<file path="config.mk">
export PLATFORM = sky130hd
export DESIGN_NAME = imem_run_controller
export DESIGN_NICKNAME = d
export VERILOG_FILES = /design/src/rtl/imem_run_controller.sv
export SDC_FILE = /design/constraint.sdc
export NUM_CORES = 1
export LEC_CHECK = 0
export ABC_AREA = 1
export BUFFER_PORTS_ARGS = -buffer_cell sky130_fd_sc_hd__buf_2
export CAP_MARGIN = 10
export CORE_ASPECT_RATIO = 1.4
export CORE_UTILIZATION = 46
export CTS_CLUSTER_DIAMETER = 100
export DETAILED_ROUTE_END_ITERATION = 8
export PLACE_DENSITY = 0.9
export SLEW_MARGIN = 20
export SYNTH_ARGS = -nofsm -noshare
export SYNTH_HDL_FRONTEND = slang
export SYNTH_SLANG_ARGS = --single-unit
export TNS_END_PERCENT = 30
</file>
<file path="constraint.sdc">
create_clock -name clk -period 2.2 [get_ports clk]
set_input_delay 0.11 -clock clk [delete_from_list [all_inputs] [get_ports clk]]
set_output_delay 0.11 -clock clk [all_outputs]
set_load 0.01 [all_outputs]
</file>
<file path="src/rtl/imem_run_controller.sv">
// imem_run_controller
//   Owns the single IMEM port and shares it between the host program loader
//   (IDLE/DONE) and the fetch stage (START/RUN). Sequences load -> start ->
//   run -> halt, issues the one-cycle fetch start pulse, detects the HALT
//   opcode on the synchronous read data and counts run cycles with a
//   saturating watchdog.
//
//   Host write handshake: a write transfers on every rising edge where
//   host_wr_valid && host_wr_ready are both high. host_wr_ready depends only
//   on the FSM state (high in IDLE and DONE), never on host_wr_valid, so the
//   write reaches the IMEM in the same cycle with no added latency. While the
//   fetch stage owns the port, ready is low and the host must hold its request.
module imem_run_controller #(
   parameter int               IMEM_DEPTH = 2048,
   parameter logic [3:0]       HALT_OPC   = 4'b1010,
   parameter int               CNT_W      = 32,
   parameter logic [CNT_W-1:0] MAX_CYCLES = {CNT_W{1'b1}},
   localparam int              AW         = $clog2(2*IMEM_DEPTH)
) (
   input  logic             clk,
   input  logic             rst,
   input  logic             host_wr_valid,
   output logic             host_wr_ready,
   input  logic [AW-1:0]    host_wr_addr,
   input  logic [15:0]      host_wr_data,
   input  logic             host_run,
   output logic             busy,
   output logic             done,
   output logic             timeout,
   output logic [CNT_W-1:0] run_cycles,
   output logic             fetch_start,
   input  logic [AW-1:0]    fetch_addr,
   output logic             mem_en,
   output logic             mem_we,
   output logic [AW-1:0]    mem_addr,
   output logic [15:0]      mem_din,
   input  logic [15:0]      mem_dout,
   output logic [1:0]       fsm_state
);

   typedef enum logic [1:0] {
      S_IDLE  = 2'd0,
      S_START = 2'd1,
      S_RUN   = 2'd2,
      S_DONE  = 2'd3
   } state_t;

   state_t state;
   state_t state_nxt;

   // First RUN cycle sees read data addressed during START, so it is masked.
   logic chk_valid;
   logic halt_hit;
   logic wd_hit;

   // Only the opcode nibble of the read data matters to the controller.
   logic unused_dout_hi;
   assign unused_dout_hi = ^mem_dout[15:4];

   assign fsm_state = state;

   // State register.
   always_ff @(posedge clk) begin
      if (rst) begin
         state <= S_IDLE;
      end else begin
         state <= state_nxt;
      end
   end

   // Next-state logic, IMEM port mux and handshake outputs.
   always_comb begin
      state_nxt     = state;
      host_wr_ready = 1'b0;
      busy          = 1'b0;
      fetch_start   = 1'b0;
      mem_en        = 1'b1;
      mem_addr      = host_wr_addr;
      mem_din       = host_wr_data;
      halt_hit      = 1'b0;
      wd_hit        = 1'b0;
      case (state)
         S_IDLE: begin
            host_wr_ready = 1'b1;
            if (host_run) begin
               state_nxt = S_START;
            end
         end
         S_START: begin
            busy        = 1'b1;
            fetch_start = 1'b1;
            mem_addr    = fetch_addr;
            state_nxt   = S_RUN;
         end
         S_RUN: begin
            busy     = 1'b1;
            mem_addr = fetch_addr;
            halt_hit = chk_valid && (mem_dout[3:0] == HALT_OPC);
            wd_hit   = (run_cycles == MAX_CYCLES);
            if (halt_hit || wd_hit) begin
               state_nxt = S_DONE;
            end
         end
         S_DONE: begin
            host_wr_ready = 1'b1;
            if (host_run) begin
               state_nxt = S_START;
            end else if (host_wr_valid) begin
               state_nxt = S_IDLE;
            end
         end
         default: begin
            state_nxt = S_IDLE;
         end
      endcase
      mem_we = host_wr_valid & host_wr_ready;
   end

   // Run bookkeeping: cycle counter, done/timeout flags and halt-check mask.
   always_ff @(posedge clk) begin
      if (rst) begin
         run_cycles <= '0;
         done       <= 1'b0;
         timeout    <= 1'b0;
         chk_valid  <= 1'b0;
      end else begin
         chk_valid <= (state == S_RUN);
         case (state)
            S_START: begin
               run_cycles <= '0;
               done       <= 1'b0;
               timeout    <= 1'b0;
            end
            S_RUN: begin
               // Saturate at the watchdog limit; never wrap.
               if (!wd_hit) begin
                  run_cycles <= run_cycles + CNT_W'(1);
               end
               if (halt_hit) begin
                  done    <= 1'b1;
                  timeout <= 1'b0;
               end else if (wd_hit) begin
                  done    <= 1'b1;
                  timeout <= 1'b1;
               end
            end
            S_DONE: begin
               // A new program load retires the previous result flags.
               if (host_wr_valid) begin
                  done    <= 1'b0;
                  timeout <= 1'b0;
               end
            end
            default: begin
            end
         endcase
      end
   end

endmodule

</file>
==> impl_metrics.tcl <==
set metrics [dict create \
    fmax_ghz 0.505 \
    n_antenna_cell 0 \
    synthesis.instances 411 \
    core_area_mm2 0.00524 \
    clk_path_buf_depth 2 \
    design.portCount 129 \
    post_dp_cell_area_mm2 0.00289 \
    floorplan.die.width_um 64.7 \
    drt_first_pass_iters 4 \
    die-area_mm2 0.00582 \
    rsz0062_at_grt "no" \
    critPathArrivalTime_ps 2160 \
    dr_total_vias 2828 \
    post_route_cells_drive_above_1_share 0.256 \
    post-route-worst-setup-slack_ps 221 \
    place.port_buffers 83 \
    syn2layout_area_growth_pct 17.3 \
    postRouteAntennaNets 0 \
    cts.sinks 37 \
    launching_element_type_of_the_critical_path "register" \
    cts_tree "yes" \
    final_cell_area_mm2 0.00297 \
    outcome "finished, final reports clean" \
    timing.reg2reg.worst_path_depth 10 \
    num-nets-final 548 \
    drt-wirelength-per-cell_um 11.6 \
    avgViaCountPerCell 5.17 \
    crit_type "reg2reg" \
    clock_h_tree_levels 2 \
    report.final.hold_viol_count 0 \
    placedCellCount 541 \
    synth.net_count 477 \
    cts_buffers 5 \
    pre_cts_ws_ps 136 \
    finalNonFillerCells 547 \
    holdCritPathClass "in2reg" \
    post-cts-setup-buffers 0 \
    drt_iter0_drc 207 \
    proportion_of_synthesized_chip_area_in_sequential_cells 0.292 \
    max_slew_violations 0 \
    grt_pass1_vias 2622 \
    postCtsHoldBufs 0 \
    initial_standard_cell_utilization_of_the_core 0.484 \
    syn-cell-area_mm2 0.00253 \
    report.power.total_mw 2.53 \
    final.period_utilization 0.900 \
    finalWirelength_mm 6.37 \
    cp_max_fo 46 \
    cp.required_ps 2380 \
    critPathCaptureType "register" \
    grt_start_max_net_pins 47 \
    hold-path-cell-count 2 \
    clkLatencyLatePin_ps 290 \
    yosys_register_bits 37 \
    grt_antenna_before_repair 0 \
    final.setup_skew_ps 5.40 \
    drc_errors 0 \
    chipHeight_um 89.8 \
    setup_total_negative_slack_ps 0 \
    gp_congestion 0.912 \
    grt_util_all_layers 0.226 \
    syn_area_per_cell_um2 6.17 \
    synth.lib_cells_used.distinct 25 \
    post-route-min-period_ps 1980 \
    timing.max_cap.violations 0 \
    synth-warning-count 0 \
    grt_first_pass_wirelength_mm 10.6 \
    clk_root_buffer_cell "clkbuf_8" \
    multi_input_area_mm2 0.00147 \
    clkSlewWorstSetupHoldPaths_ps 70 \
    cellLeakagePower_nw 1.37 \
    grt_overflow_total 0 \
    detailedPlacementHpwl_mm 4.95 \
    row_cnt 31 \
    layout_fillers 521 \
    seqCellArea_um2 741 \
    max-vdd-ir-drop_uv 962 \
    setup_violations 0 \
    power-per-cell-area_mw_per_mm2 851 \
]
==> report_power, final <==
group | switching (mW) | internal (mW) | leakage, nW
Combinational | 0.899 | 0.445 | 1.03
Sequential | 0.0413 | 0.708 | 0.299
Clock | 0.229 | 0.208 | 0.0399
Total | 1.17 | 1.36 | 1.37
==> synth_stat cells <==
library cell,count,area share
nand3_2,6,0.024
nand3_1,49,0.097
nor2_2,3,0.0074
inv_2,2,0.0030
nand4_1,5,0.012
clkbuf_1,3,0.0044
nor3b_1,1,0.0030
ha_1,6,0.030
buf_4,18,0.053
nor3_1,2,0.0039
buf_6,4,0.018
or2_2,4,0.0099
buf_2,2,0.0039
clkbuf_4,1,0.0030
dfxtp_1,37,0.29
nand3b_1,1,0.0030
nand2_2,6,0.015
nor2_1,64,0.095
nor2_4,2,0.0089
inv_1,30,0.044
nand2_4,2,0.0089
o21ai_0,2,0.0039
conb_1,1,0.0015
nand2_1,122,0.18
a21oi_1,38,0.075
==> timing repair <==
action,in CTS,in global routing
endpoints found under the setup margin,0,9
endpoints found under the hold margin,0,0
resized for setup,0,1
==> per-layer routing <==
metal | wire length [um] | share of wire | global-route usage
met1 | 2430 | 0.38 | 0.225
met2 | 3360 | 0.53 | 0.428
met3 | 364 | 0.057 | 0.0355
met4 | 208 | 0.033 | 0.119
met5 | 0 | 0 | 0
==> layout by cell type, fill, tap and decap left out, drive strengths merged <==
cell type  netlist  final
o21ai            2      2
nand4            5      5
or2              4      4
nand2          130    130
conb             1      1
nor3             2      2
a21oi           38     38
nor3b            1      1
buf             24     92
nor2            69     69
ha               6      6
inv             32     32
clkbuf           4      5
clkinv           0      1
nand3           55     55
nand3b           1      1
dfxtp           37     37
==> worst paths after layout <==
check,endpoint,slack (ps),startpoint
max reg2reg,run_cycles[25]$_SDFFE_PP0P_,220,run_cycles[1]$_SDFFE_PP0P_
max,run_cycles[25]$_SDFFE_PP0P_,220,run_cycles[1]$_SDFFE_PP0P_
min,chk_valid$_SDFF_PP0_,150,rst
min reg2reg,timeout$_SDFFE_PP0P_,450,timeout$_SDFFE_PP0P_
==> registers in the layout, summed over array words and instances, names as in the netlist <==
name / count
chk_valid: 1
done: 1
fsm_state: 2
run_cycles: 32
timeout: 1
==> final cells by class <==
type,count,share of cell area
clock buffer,5,0.0231
timing repair buffer,92,0.162
clock inverter,1,0.00168
inverter,32,0.0404
tap,66,0.0278
multi-input combinational,314,0.496
sequential,37,0.249
==> cells by family (layout without fill, tap and decap cells) <==
family	count (synthesis)	after routing	share of synthesized area
AOI/OAI and AO/OA	40	40	0.0790
adders and majority gates	6	6	0.0296
buffers and inverters	60	130	0.130
DFF	37	37	0.292
other	1	1	0.00148
and+or+nand+nor	267	267	0.468
==> per-stage QoR <==
| stage | utilization | hold WS, ps |
|---|---|---|
| floorplan | - | 179 |
| global placement | 0.552 | 220 |
| detailed placement | 0.552 | 220 |
| CTS | 0.566 | 150 |
| global route | 0.568 | 180 |
| finish | 0.568 | 155 |
==> worst max-delay path, cell delays in order (launching register included) <==
cell,delay (ps)
dfxtp_1,400
ha_1,220
inv_2,60
nor2_4,140
nand2_2,100
nor2_4,150
nand2_2,120
nand2_4,180
nand2_8,210
a21oi_1,210
nor2_1,70
No activity file was read; power rests on OpenSTA's default activity.
